`src/rtl/uart_rx_16x_if.sv`:
```
// uart_rx_16x_if: byte hand-off bundle between the UART receiver and its
// consumer (command/PUF logic). The master side is the receiver.
interface uart_rx_16x_if #(
   parameter int unsigned DATA_BITS = 8
);
   logic [DATA_BITS-1:0] rx_data;
   logic                 rx_valid;
   logic                 rx_ready;
   logic                 rx_frame_err;
   logic                 rx_overrun;
   logic                 rx_parity_err;

   modport master (
      output rx_data,
      output rx_valid,
      input  rx_ready,
      output rx_frame_err,
      output rx_overrun,
      output rx_parity_err
   );

   modport slave (
      input  rx_data,
      input  rx_valid,
      output rx_ready,
      input  rx_frame_err,
      input  rx_overrun,
      input  rx_parity_err
   );
endinterface

```
`src/rtl/uart_rx_16x.sv`:
```
// uart_rx_16x: oversampling UART receiver (8N1 default) on the system clock.
// The 16x divider waveform is only used as a sample-rate reference: its
// synchronised rising edge produces a one-clk tick that advances the FSM.
// Each bit is decided by a 2-of-3 vote at the middle samples.
// Optional build macro UART_RX_PARITY_EN adds an even-parity bit after data.
module uart_rx_16x #(
   parameter int unsigned OVERSAMPLE = 16,
   parameter int unsigned DATA_BITS  = 8
) (
   input  logic          clk,
   input  logic          rst_n,
   input  logic          sample_clk_in,
   input  logic          rxd,
   uart_rx_16x_if.master rx_if
);

   localparam int unsigned M  = OVERSAMPLE / 2;
   localparam int unsigned CW = $clog2(OVERSAMPLE);
   localparam int unsigned BW = (DATA_BITS > 1) ? $clog2(DATA_BITS) : 1;

   localparam logic [CW-1:0] S_LO   = CW'(M - 1);
   localparam logic [CW-1:0] S_MID  = CW'(M);
   localparam logic [CW-1:0] S_HI   = CW'(M + 1);
   localparam logic [CW-1:0] S_LAST = CW'(OVERSAMPLE - 1);
   localparam logic [BW-1:0] B_LAST = BW'(DATA_BITS - 1);

   typedef enum logic [2:0] {
      IDLE,
      START,
      DATA,
      PARITY,
      STOP
   } state_t;

   state_t               state;
   logic [CW-1:0]        scnt;
   logic [BW-1:0]        bidx;
   logic [DATA_BITS-1:0] shreg;
   logic                 armed;
   logic                 samp_lo;
   logic                 samp_mid;

   logic                 sclk_m;
   logic                 sclk_s;
   logic                 sclk_d;
   logic                 rxd_m;
   logic                 rxd_s;

   logic [DATA_BITS-1:0] rx_data_q;
   logic                 rx_valid_q;
   logic                 ferr_q;
   logic                 ovr_q;

   logic                 tick;
   logic                 vote;
   logic                 consume;

`ifdef UART_RX_PARITY_EN
   logic                 par_bit;
   logic                 perr_q;
`endif

   // Two-flop synchronisers for the divider waveform and the serial line,
   // plus a delayed copy of the waveform for rising-edge detection.
   always_ff @(posedge clk or negedge rst_n) begin
      if (!rst_n) begin
         sclk_m <= 1'b1;
         sclk_s <= 1'b1;
         sclk_d <= 1'b1;
         rxd_m  <= 1'b1;
         rxd_s  <= 1'b1;
      end else begin
         sclk_m <= sample_clk_in;
         sclk_s <= sclk_m;
         sclk_d <= sclk_s;
         rxd_m  <= rxd;
         rxd_s  <= rxd_m;
      end
   end

   assign tick    = sclk_s & ~sclk_d;
   // Third vote sample is the live synchronised line at scnt = M+1.
   assign vote    = (samp_lo & samp_mid) | (samp_lo & rxd_s) | (samp_mid & rxd_s);
   assign consume = rx_valid_q & rx_if.rx_ready;

   // Receive FSM, bit sampling, and the one-deep output buffer with its flags.
   always_ff @(posedge clk or negedge rst_n) begin
      if (!rst_n) begin
         state      <= IDLE;
         scnt       <= '0;
         bidx       <= '0;
         shreg      <= '0;
         armed      <= 1'b0;
         samp_lo    <= 1'b0;
         samp_mid   <= 1'b0;
         rx_data_q  <= '0;
         rx_valid_q <= 1'b0;
         ferr_q     <= 1'b0;
         ovr_q      <= 1'b0;
`ifdef UART_RX_PARITY_EN
         par_bit    <= 1'b0;
         perr_q     <= 1'b0;
`endif
      end else begin
         ferr_q <= 1'b0;
`ifdef UART_RX_PARITY_EN
         perr_q <= 1'b0;
`endif
         // A consume may be overridden below by a same-cycle completion,
         // which is how "simultaneous set wins" falls out for valid/overrun.
         if (consume) begin
            rx_valid_q <= 1'b0;
            ovr_q      <= 1'b0;
         end

         if (tick) begin
            if (scnt == S_LO) begin
               samp_lo <= rxd_s;
            end
            if (scnt == S_MID) begin
               samp_mid <= rxd_s;
            end

            case (state)
               IDLE: begin
                  if (rxd_s) begin
                     armed <= 1'b1;
                  end else if (armed) begin
                     state <= START;
                     scnt  <= CW'(1);
                     armed <= 1'b0;
                  end
               end

               START: begin
                  if (scnt == S_HI && vote) begin
                     state <= IDLE;
                     scnt  <= '0;
                  end else if (scnt == S_LAST) begin
                     state <= DATA;
                     scnt  <= '0;
                     bidx  <= '0;
                  end else begin
                     scnt <= scnt + CW'(1);
                  end
               end

               DATA: begin
                  if (scnt == S_HI) begin
                     shreg <= {vote, shreg[DATA_BITS-1:1]};
                  end
                  if (scnt == S_LAST) begin
                     scnt <= '0;
                     if (bidx == B_LAST) begin
`ifdef UART_RX_PARITY_EN
                        state <= PARITY;
`else
                        state <= STOP;
`endif
                     end else begin
                        bidx <= bidx + BW'(1);
                     end
                  end else begin
                     scnt <= scnt + CW'(1);
                  end
               end

`ifdef UART_RX_PARITY_EN
               PARITY: begin
                  if (scnt == S_HI) begin
                     par_bit <= vote;
                  end
                  if (scnt == S_LAST) begin
                     state <= STOP;
                     scnt  <= '0;
                  end else begin
                     scnt <= scnt + CW'(1);
                  end
               end
`endif

               STOP: begin
                  // Decide mid stop bit and return to IDLE at once so the
                  // next start edge can be caught; armed is already 0, so a
                  // held-low break line cannot retrigger.
                  if (scnt == S_HI) begin
                     state <= IDLE;
                     scnt  <= '0;
                     if (vote) begin
                        if (!rx_valid_q || consume) begin
                           rx_data_q  <= shreg;
                           rx_valid_q <= 1'b1;
                        end else begin
                           ovr_q <= 1'b1;
                        end
`ifdef UART_RX_PARITY_EN
                        perr_q <= ^{shreg, par_bit};
`endif
                     end else begin
                        ferr_q <= 1'b1;
                     end
                  end else begin
                     scnt <= scnt + CW'(1);
                  end
               end

               default: begin
                  state <= IDLE;
                  scnt  <= '0;
               end
            endcase
         end
      end
   end

   assign rx_if.rx_data      = rx_data_q;
   assign rx_if.rx_valid     = rx_valid_q;
   assign rx_if.rx_frame_err = ferr_q;
   assign rx_if.rx_overrun   = ovr_q;
`ifdef UART_RX_PARITY_EN
   assign rx_if.rx_parity_err = perr_q;
`else
   assign rx_if.rx_parity_err = 1'b0;
`endif

endmodule

```
`src/flat_wrapper.sv`:
```
// flat-port wrapper written by rule: the top's interface ports become plain ports
module uart_rx_16x_flat 
#(
   parameter int unsigned OVERSAMPLE = 16,
   parameter int unsigned DATA_BITS  = 8
)
  (clk, rst_n, sample_clk_in, rxd, rx_if_rx_data, rx_if_rx_valid, rx_if_rx_ready, rx_if_rx_frame_err, rx_if_rx_overrun, rx_if_rx_parity_err);
  uart_rx_16x_if #(.DATA_BITS(DATA_BITS)) rx_if_i ();
  input  logic clk;
  input  logic rst_n;
  input  logic sample_clk_in;
  input  logic rxd;
  output wire logic [$bits(rx_if_i.rx_data)-1:0] rx_if_rx_data;
  output wire logic [$bits(rx_if_i.rx_valid)-1:0] rx_if_rx_valid;
  input wire logic [$bits(rx_if_i.rx_ready)-1:0] rx_if_rx_ready;
  output wire logic [$bits(rx_if_i.rx_frame_err)-1:0] rx_if_rx_frame_err;
  output wire logic [$bits(rx_if_i.rx_overrun)-1:0] rx_if_rx_overrun;
  output wire logic [$bits(rx_if_i.rx_parity_err)-1:0] rx_if_rx_parity_err;
  assign rx_if_rx_data = rx_if_i.rx_data;
  assign rx_if_rx_valid = rx_if_i.rx_valid;
  assign rx_if_i.rx_ready = rx_if_rx_ready;
  assign rx_if_rx_frame_err = rx_if_i.rx_frame_err;
  assign rx_if_rx_overrun = rx_if_i.rx_overrun;
  assign rx_if_rx_parity_err = rx_if_i.rx_parity_err;
  uart_rx_16x #(.OVERSAMPLE(OVERSAMPLE), .DATA_BITS(DATA_BITS)) u_core (.clk(clk), .rst_n(rst_n), .sample_clk_in(sample_clk_in), .rxd(rxd), .rx_if(rx_if_i));
endmodule
```
`config.mk`:
```
export PLATFORM = sky130hd
export DESIGN_NAME = uart_rx_16x_flat
export DESIGN_NICKNAME = d
export VERILOG_FILES = /design/src/rtl/uart_rx_16x_if.sv /design/src/rtl/uart_rx_16x.sv /design/src/flat_wrapper.sv
export SDC_FILE = /design/constraint.sdc
export NUM_CORES = 1
export LEC_CHECK = 0
export CELL_PAD_IN_SITES_DETAIL_PLACEMENT = 1
export CELL_PAD_IN_SITES_GLOBAL_PLACEMENT = 1
export CORE_MARGIN = 5
export CORE_UTILIZATION = 40
export DETAILED_ROUTE_END_ITERATION = 12
export PLACE_DENSITY = 0.73
export RECOVER_POWER = 100
export SYNTH_ARGS = -nofsm -noshare
export SYNTH_HDL_FRONTEND = slang
export SYNTH_SLANG_ARGS = --single-unit
export TNS_END_PERCENT = 10
```
`constraint.sdc`:
```
create_clock -name clk -period 2 [get_ports clk]
set_input_delay 0.4 -clock clk [delete_from_list [all_inputs] [get_ports clk]]
set_output_delay 0.4 -clock clk [all_outputs]
set_load 0.01 [all_outputs]
```
Word-level counts from Yosys, hierarchy flattened
Index checks and enable logic that the tools add are counted.
{"block": "word_totals", "out_inout_bits": 12, "input_bits": 5, "regBits": 37, "word_cells": 92}
{"block": "classes", "mux": 36, "n_bitwise": 8, "add_sub_neg": 2, "reduce_logical": 13, "eq_ne": 17}
{"operator": "two-way mux 3 bit", "n": 11}
{"operator": "two-way mux 4 bit", "n": 5}
{"operator": "two-way mux 1 bit", "n": 17}
{"operator": "case mux 4 bit (4 select lines)", "n": 1}
{"operator": "equality test 4 bit, second input constant", "n": 3}
{"operator": "case mux 3 bit (4 select lines)", "n": 1}
{"operator": "!= test 2 x 1 -> 1 bit, second input constant", "n": 5}
{"operator": "AND reduction 7 bit", "n": 1}
{"operator": "equality test 3 bit, second input constant", "n": 2}
{"operator": "!= test 2 bit, second input constant", "n": 3}
{"operator": "case mux 3 bit (2 select lines)", "n": 1}
{"operator": "AND reduction 2 bit", "n": 3}
{"operator": "AND reduction 3 bit", "n": 2}
{"operator": "AND reduction 6 bit", "n": 1}
{"operator": "bitwise AND 1 bit", "n": 5}
{"operator": "AND reduction 5 bit", "n": 1}
{"operator": "adder 4 x 1 -> 4 bit, second input constant", "n": 1}
{"operator": "equality test 4 x 3 -> 1 bit, second input constant", "n": 1}
{"operator": "adder 3 x 1 -> 3 bit, second input constant", "n": 1}
{"operator": "equality test 3 x 1 -> 1 bit, second input constant", "n": 1}
{"operator": "equality test 3 x 2 -> 1 bit, second input constant", "n": 1}
{"operator": "zero test 3 bit", "n": 1}
{"operator": "!= test 3 x 1 -> 1 bit, second input constant", "n": 1}
{"operator": "bitwise OR 1 bit", "n": 2}
{"operator": "5 further kinds", "n": 5}

Depth between registers and ports, before layout
Gate-level depths: netlist of run 1.
{"block": "depth", "word_depth": 7, "mapped_depth": 7, "depth_no_buf": 6}

Worst setup path after synthesis of run 1
OpenSTA, ideal clock, no wires.
{"block": "synth_timing", "kind": "reg2reg", "startpoint": "register u_core.state[0]", "endpoint": "register u_core.rx_data_q[0], in the netlist u_core.rx_if.rx_data[0]", "t_required_ns": 1.875, "path_buffers": 2, "setup_ns": 0.125, "stages_incl_launch_ff": 7, "arrival_time_ns": 1.629, "setup_slack_ns": 0.246, "synth_period_minus_slack_ns": 1.754, "path_cell_list": "dfrtp_1 -> buf_2 -> or3b_4 -> nor3_4 -> and3_1 -> buf_6 -> mux2_2"}
{"block": "synth_via", "elab_chain_cells": 2}
{"element": "start, declared", "line": "uart_rx_16x.sv:35", "text": "state_t state;"}
{"element": "start signal, assigned", "line": "uart_rx_16x.sv:89", "text": "state <= IDLE;"}
{"element": "start signal, assigned", "line": "uart_rx_16x.sv:129", "text": "state <= START;"}
{"element": "start signal, assigned", "line": "uart_rx_16x.sv:137", "text": "state <= IDLE;"}
{"element": "equality test 3 bit", "line": "uart_rx_16x.sv:124", "text": "case (state)"}
{"element": "AND reduction 5 bit (no source line)"}
{"element": "end signal, assigned", "line": "uart_rx_16x.sv:191", "text": "rx_data_q <= shreg;"}
{"element": "end, declared", "line": "uart_rx_16x.sv:49", "text": "logic [DATA_BITS-1:0] rx_data_q;"}
No other way between the ends.
A chain may end at the register's enable or synchronous reset.

Worst setup path after layout of run 1
{"block": "layout_timing", "startpoint": "register u_core.scnt[1]", "endpoint": "register u_core.rx_data_q[2], in the netlist u_core.rx_if.rx_data[2]"}
{"block": "layout_via", "elab_chain_cells": 2}
{"element": "start, declared", "line": "uart_rx_16x.sv:36", "text": "logic [CW-1:0] scnt;"}
{"element": "start signal, assigned", "line": "uart_rx_16x.sv:144", "text": "scnt <= scnt + CW'(1);"}
{"element": "start signal, assigned", "line": "uart_rx_16x.sv:164", "text": "scnt <= scnt + CW'(1);"}
{"element": "start signal, assigned", "line": "uart_rx_16x.sv:203", "text": "scnt <= scnt + CW'(1);"}
{"element": "equality test 4 bit", "line": "uart_rx_16x.sv:186", "text": "if (scnt == S_HI) begin"}
{"element": "AND reduction 5 bit (no source line)"}
No other way between the ends.

==> parameters.txt, run 1 <==
Parameter                              Value

Die
  Total Die Area    5820 um^2
  Starting utilization of the core area    40.9%
  Count of standard-cell rows    24
  Floorplan core area    4290 um^2
  Number of primary I/O pins    17
  Die X    76.3 um
  Height of the die    76.3 um

Clock network
  Clk root buf    sky130_fd_sc_hd__clkbuf_8
  Total CTS buffers    5
  Clk buf depth    2
  Post-CTS Repair Setup Buffers    0
  Clock edge transition at the registers on the reported setup and hold paths    0.08 ns
  Htree depth    2
  Clock Sinks    37
  Clock tree from TritonCTS    yes
  Clock Latency Late Sink    0.29 ns

Power
  Power density cells    1040 nW/um^2
  Max VDD drop    0.601 mV
  Leakage Power    1.02 nW

Logic synthesis
  Per-instance average area after synthesis    11.8 um^2
  Cell type contributing the most total cell area after synthesis    sky130_fd_sc_hd__dfrtp_1
  Ranking of synthesized cells by area    sky130_fd_sc_hd__dfrtp_1 (46%), sky130_fd_sc_hd__mux2_2 (14%), sky130_fd_sc_hd__dfstp_2 (7.5%), sky130_fd_sc_hd__ha_1 (3.6%), sky130_fd_sc_hd__nor2_1 (2.1%)
  Post-synth net total    159
  Share of synthesized cell area in and, or, nand and nor gates    13.2%
  Main combinational cell family by area after synthesis    multiplexers
  Post-synthesis instance area    1760 um^2
  Area fraction of the dominant cell type after synthesis    45.6%
  Multiplexer area fraction after synthesis    14.1%
  Adder-cell area share of the yosys netlist    4.20%
  Seq/Total Area, Yosys    53.1%
  Async SR Flop Fraction    100%
  Synth Area in Compound Gates    10.6%
  Synth Area in XOR/XNOR    0.499%
  Unique masters post-synth    43
  Most used flip-flop cell after synthesis    sky130_fd_sc_hd__dfrtp_1
  Count of flip-flops with a built-in enable after synthesis    0
  Number of synthesized register bits    37
  Number of instances in the synthesized netlist    149
  Synth Warn #    0

Drt
  Initial DRC count    109
  Number of nets with antenna violations after routing    0
  Post-detailed-route wirelength per cell    16.9 um
  Vias/cell    5.49
  Detailed Route WL    3.86 mm
  Via total after detailed routing    1251
  Number of optimization iterations in the first detailed-route pass    6
  Remaining DRCs    0

Setup path
  Critical register-to-register path startpoint    u_core.scnt[1]
  Largest fanout of any net on the critical path    8
  Register-to-register path setup slack    0.14 ns
  Critical Setup Path Class    flip-flop to flip-flop
  Startpoint of the most critical setup path    u_core.scnt[1]
  Kind of start point of the critical path    flip-flop
  Arrival @ worst endpoint    2.05 ns
  Crit path required time    2.18 ns
  Crit end category    flip-flop
  Register-to-Register Path Depth    6
  Endpoint of the worst-slack reg-to-reg timing path    u_core.rx_if.rx_data[2]

Global routing
  Gr ovfl total    0
  First-pass GRT wire length    6.76 mm
  Vias in the first global route    1388
  Initial antenna violation count    0
  Maximum number of pins on one net before global-route repair    38
  All-Layer GR Usage    14.2%

Timing
  Max-slew headroom    37.7%
  Final critical path time including I/O delays and setup    1.86 ns
  Final count of pins violating max slew    0
  Number of setup violations in the final report    0
  Final-layout worst hold slack    0.318 ns
  Final worst path period share    93.2%
  Highest Clock Rate    0.537 GHz
  Count of final hold-check violations    0
  Clock tree skew after final layout    0.00856 ns
  Accumulated negative setup slack    0 ns
  Unrepaired setup endpoints after global routing    false
  Actual slew at the worst max-slew pin    0.934 ns

Outcome
  Outcome    completed

Flow run
  Count of max-cap constraint violations    0

Min path
  Class of the tightest hold or removal check    input port to async pin

Final layout
  Antenna diode count    0
  Area added between synthesis and finish    20.2%
  Fraction of layout instances using a drive strength above 1    29.0%
  Number of nets in the finished design    185

Placement
  Total half-perimeter wirelength after legalization and detailed placement    2.70 mm
  Number of port buffers    15
  Last weighted congestion value of the routability-driven placer    0.815
-- kinds of logic (layout without fill, tap and decap cells) --
group	Yosys count	after routing
compound gates	27	27
mux	22	22
other cells	1	1
simple gates	42	42
flops	37	37
fa+ha+maj	6	6
xor+xnor	1	1
buf+inv	13	40
-- registers in the layout (all words and copies together), names as in the netlist, 3 cells and up --
| name | count |
|---|---|
| u_core.rx_if.rx_data | 8 |
| u_core.shreg | 8 |
| u_core.scnt | 4 |
| u_core.bidx | 3 |
| u_core.state | 3 |
-- power by group --
group,switching (mW),total [mW],leakage [nW],internal [mW]
registers,0.0712,0.902,0.478,0.831
clock network,0.285,0.658,0.0543,0.373
logic,0.367,0.632,0.491,0.265
total,0.723,2.19,1.02,1.47
-- layout by cell type, fill, tap and decap left out, types with 2 or more instances in the layout --
cell,count
sky130_fd_sc_hd__nand3_1,2
sky130_fd_sc_hd__dlygate4sd3_1,13
sky130_fd_sc_hd__ha_1,5
sky130_fd_sc_hd__dfstp_2,4
sky130_fd_sc_hd__dfrtp_1,32
sky130_fd_sc_hd__nand3b_1,2
sky130_fd_sc_hd__clkbuf_4,2
sky130_fd_sc_hd__o21ai_0,7
sky130_fd_sc_hd__nand2_1,8
sky130_fd_sc_hd__inv_1,5
sky130_fd_sc_hd__nand2b_1,5
sky130_fd_sc_hd__clkbuf_8,5
sky130_fd_sc_hd__o31ai_1,2
sky130_fd_sc_hd__and3_1,2
sky130_fd_sc_hd__nor2_1,10
sky130_fd_sc_hd__o211ai_1,2
sky130_fd_sc_hd__clkbuf_2,2
sky130_fd_sc_hd__nor3_1,4
sky130_fd_sc_hd__mux2_2,22
sky130_fd_sc_hd__nand4_1,2
sky130_fd_sc_hd__clkbuf_1,2
sky130_fd_sc_hd__buf_4,6
sky130_fd_sc_hd__a21oi_1,3
-- worst max path at each step --
stage,to,slack (ns)
2_1_floorplan,u_core.rx_if.rx_data[0],0.25
3_3_place_gp,u_core.rx_if.rx_data[3],0.10
3_5_place_dp,u_core.rx_if.rx_data[5],0.02
4_1_cts,u_core.rx_if.rx_data[2],0.08
5_1_grt,u_core.state[2],0.04
6_report,u_core.rx_if.rx_data[2],0.14
-- synth_stat cells, types with 2 or more instances --
library cell                n
sky130_fd_sc_hd__ha_1       5
sky130_fd_sc_hd__nor2_1    10
sky130_fd_sc_hd__dfstp_2    5
sky130_fd_sc_hd__nand3_1    2
sky130_fd_sc_hd__nand2b_1   5
sky130_fd_sc_hd__dfrtp_1   32
sky130_fd_sc_hd__nor3_1     4
sky130_fd_sc_hd__nand3b_1   2
sky130_fd_sc_hd__o21ai_0    7
sky130_fd_sc_hd__nand2_1    8
sky130_fd_sc_hd__buf_2      4
sky130_fd_sc_hd__mux2_2    22
sky130_fd_sc_hd__o211ai_1   2
sky130_fd_sc_hd__o31ai_1    2
sky130_fd_sc_hd__buf_6      2
sky130_fd_sc_hd__a21oi_1    3
sky130_fd_sc_hd__inv_1      5
sky130_fd_sc_hd__nand4_1    2
sky130_fd_sc_hd__and3_1     3
-- layout make-up --
cell class / instances / area (um^2)
multi-input combinational: 99 / 758
sequential: 37 / 932
clock buffer: 5 / 68.8
timing repair buffer: 27 / 223
tap: 52 / 65.1
fill: 479 / 2180
clock inverter: 3 / 46.3
inverter: 5 / 18.8
-- critical path, cell delays in order, from the launching register on --
cell and delay [ns]:
sky130_fd_sc_hd__dfrtp_1 0.41, sky130_fd_sc_hd__inv_1 0.11, sky130_fd_sc_hd__ha_1 0.17, sky130_fd_sc_hd__nand3b_1 0.21, sky130_fd_sc_hd__nor3_4 0.23, sky130_fd_sc_hd__and3_4 0.28, sky130_fd_sc_hd__mux2_2 0.35
-- routing by layer --
layer | global-route usage (%) | vias up | part of all wire (%)
met5 | 0 | - | 0
met4 | 4.37 | 0 | 1.8
met3 | 4.26 | 9 | 4.0
met2 | 22.8 | 37 | 51
met1 | 18.2 | 620 | 43
li1 | - | 585 | -
-- metrics by stage --
step	util, %	std cells	worst slack, ns	power [mW]	area, um^2
6_report	49.2	228	0.137	2.19	2110
5_1_grt	49.2	228	0.0426	2.34	2110
4_1_cts	49.4	228	0.0773	2.21	2120
3_5_place_dp	46.6	220	0.0210	1.55	2000
3_3_place_gp	46.6	220	0.105	1.51	2000
2_1_floorplan	-	149	0.246	1.32	1760
-- repair_timing --
item,in CTS,in global routing
hold buffers,0,0
gates resized for setup,1,2
setup endpoints to repair,8,9
Note: power is estimated with default switching activity, not from simulation.
==> inputs of run 2 (changes only) <==
PLACE_DENSITY = 0.75   (was 0.73)
clock period = 1.7 ns   (was 2 ns; I/O delays follow)
==> parameters.txt, run 2 (synthesized netlist as in run 1, its figures left out) <==
Parameter                              Value

Outcome
  Outcome    complete, but fails checks
  Violations in the final reports    setup timing

Setup path
  Standard cell with the maximum stage delay on the critical path    sky130_fd_sc_hd__dfrtp_1
  Critical Setup Path Class    flip-flop to flip-flop
  Critical Path, Cell by Cell    inv_2 -> ha_4 -> nand3b_1 -> nor3_4 -> and3_4 -> buf_12 -> mux2_4
  Delay of the slowest cell on the worst path    0.41 ns (about the same)
  Kind of start point of the critical path    flip-flop
  Arrival @ worst endpoint    2.02 ns (-0.03 ns)
  Crit end category    flip-flop
  Crit path required time    1.88 ns (-0.30 ns)
  Largest fanout of any net on the critical path    8 (unchanged)

Drt
  Number of optimization iterations in the first detailed-route pass    4 (-2)
  Vias/cell    5.67 (+3.3%)
  Detailed Route WL    5.32 mm (+38%)
  Remaining DRCs    0 (unchanged)
  Initial DRC count    114 (+4.6%)
  Post-detailed-route wirelength per cell    21.6 um (+28%)
  Via total after detailed routing    1394 (+11%)
  Number of nets with antenna violations after routing    0 (unchanged)

Clock network
  Clk root buf    sky130_fd_sc_hd__clkbuf_8
  Number of buffers added to fix hold violations after cts    0 (unchanged)
  Htree depth    2 (unchanged)
  Clk buf depth    2 (unchanged)
  Clock tree from TritonCTS    yes
  Clock Latency Late Sink    0.29 ns (about the same)
  Clock edge transition at the registers on the reported setup and hold paths    0.08 ns (about the same)
  Clock Sinks    37 (unchanged)
  Total CTS buffers    5 (unchanged)

Min path
  Class of the tightest hold or removal check    input port to async pin

Final layout
  Number of nets in the finished design    203 (+9.7%)
  Commonest non-fill, non-tap cell in the layout    sky130_fd_sc_hd__dfrtp_1
  Area added between synthesis and finish    37.0%
  Total non-filler cell area in the finished layout    2410 um^2 (+14%)
  Commonest cells after routing, fill and taps aside    sky130_fd_sc_hd__dfrtp_1 (31), sky130_fd_sc_hd__buf_4 (27), sky130_fd_sc_hd__mux2_2 (14)
  Fraction of layout instances using a drive strength above 1    42.8% (+14 points)
  Antenna diode count    0 (unchanged)

Timing
  Final count of pins violating max slew    0 (unchanged)
  Max-slew headroom    39.7% (+1.9 points)
  Actual slew at the worst max-slew pin    0.905 ns (-0.0291 ns)
  Unrepaired setup endpoints after global routing    true
  Clock tree skew after final layout    0.0107 ns (+0.00215 ns)
  Count of final hold-check violations    0 (unchanged)
  Final critical path time including I/O delays and setup    1.84 ns (-0.0238 ns)
  Final worst path period share    108% (+15 points)
  Number of setup violations in the final report    13 (+13)
  Worst Setup Slack, final    -0.139 ns (-0.276 ns)
  Highest Clock Rate    0.544 GHz (+1.3%)

Global routing
  All-Layer GR Usage    19.8% (+5.6 points)
  Initial antenna violation count    0 (unchanged)
  Maximum number of pins on one net before global-route repair    38 (unchanged)
  First-pass GRT wire length    9.05 mm (+34%)
  Gr ovfl total    0 (unchanged)
  Vias in the first global route    1686 (+21%)

Power
  Internal cell power    2.00 mW (+36%)
  Switching power    1.07 mW (+48%)
  Portion of total power attributed to the clock network    25.5% (-4.5 points)
  Part of the power in registers    35.9% (-5.3 points)
  Power density cells    1280 nW/um^2 (+23%)
  Leakage Power    1.12 nW (+8.9%)
  Max VDD drop    0.802 mV (+33%)
  Net switching share of the total power    34.9% (+1.9 points)
  Part of the total power dissipated in combinational logic    38.7% (+9.9 points)

Placement
  Number of port buffers    15 (unchanged)
  Last weighted congestion value of the routability-driven placer    0.946 (+16%)
  Total placed instance area    2110 um^2 (+5.1%)
  Total half-perimeter wirelength after legalization and detailed placement    3.09 mm (+14%)
  Pre-CTS setup slack    -0.159 ns (-0.180 ns)

Die
  Height of the die    76.3 um (unchanged)
  Floorplan core area    4290 um^2 (unchanged)
  Starting utilization of the core area    40.9% (unchanged)
  Total Die Area    5820 um^2 (unchanged)
  Number of primary I/O pins    17 (unchanged)
  Die X    76.3 um (unchanged)
  Count of standard-cell rows    24 (unchanged)

Flow run
  Count of max-cap constraint violations    0 (unchanged)
-- run 2: cell types whose count changed in the layout (fill, tap and decap cells not counted), sizes merged --
cell | before | now
buf | 7 | 30
clkdlybuf4s50 | 1 | 12
dlygate4sd3 | 13 | 2
clkbuf | 11 | 6
-- run 2: layout make-up --
cell class	instances	area (um^2)
fill	439	1890
clock buffer	5	68.8
inverter	5	18.8
clock inverter	3	46.3
tap	52	65.1
sequential	37	933
timing repair buffer	45	393
multi-input combinational	99	882
-- run 2: timing repair --
item / 4_1_cts / 5_1_grt
buffers inserted: 4 / 2
resized for setup: 19 / 13
pin swaps: 3 / 6
endpoints found under the setup margin: 15 / 27
-- run 2: worst paths after layout --
kind                                     start                       to  slack (ns)  cells past startpoint
worst max-delay path            u_core.scnt[1]  u_core.rx_if.rx_data[7]       -0.14                      7
worst min-delay path                     rst_n           u_core.scnt[2]        0.24                      2
worst max register to register  u_core.scnt[1]  u_core.rx_if.rx_data[7]       -0.14                      7
worst min register to register    u_core.rxd_m             u_core.rxd_s        0.36                      0
max in group asynchronous                rst_n           u_core.scnt[0]        0.84                      2
min in group clk                  u_core.rxd_m             u_core.rxd_s        0.36                      0
-- run 2: routing by layer --
layer | global-route usage (%) | wire (um) | up-vias
li1 | - | - | 621
met1 | 23.0 | 2090 | 721
met2 | 34.7 | 2890 | 41
met3 | 4.37 | 208 | 11
met4 | 8.39 | 138 | 0
met5 | 0 | 0 | -
-- run 2: power by group through the flow --
stage | Clock, mW | Sequential, mW | Combinational, mW
2_1_floorplan | 0 | 1.05 | 0.505
3_3_place_gp | 0 | 1.07 | 0.841
3_5_place_dp | 0 | 1.09 | 0.884
4_1_cts | 0.797 | 1.08 | 0.990
5_1_grt | 0.854 | 1.11 | 1.29
6_report | 0.781 | 1.10 | 1.19
-- run 2: worst max-delay path, delay by kind of cell, from the launching register on --
| kind | cells | cell delay [ns] |
|---|---|---|
| buffers and inverters | 2 | 0.23 |
| adders and majority gates | 1 | 0.14 |
| muxes | 1 | 0.32 |
| and+or+nand+nor | 3 | 0.63 |
| DFF | 1 | 0.41 |
-- run 2: per-stage QoR --
| stage | instances | util, % | total power, mW | hold slack (ns) | setup TNS, ns |
|---|---|---|---|---|---|
| detailed placement | 232 | 49.0 | 1.97 | 0.348 | -1.74 |
| finish | 246 | 56.1 | 3.07 | 0.241 | -1.17 |
| global placement | 232 | 49.0 | 1.91 | 0.347 | -0.508 |
| floorplan | 149 | - | 1.55 | 0.0444 | -0.474 |
| global route | 246 | 56.1 | 3.25 | 0.321 | -2.45 |
| CTS | 244 | 54.1 | 2.86 | 0.0917 | -0.707 |
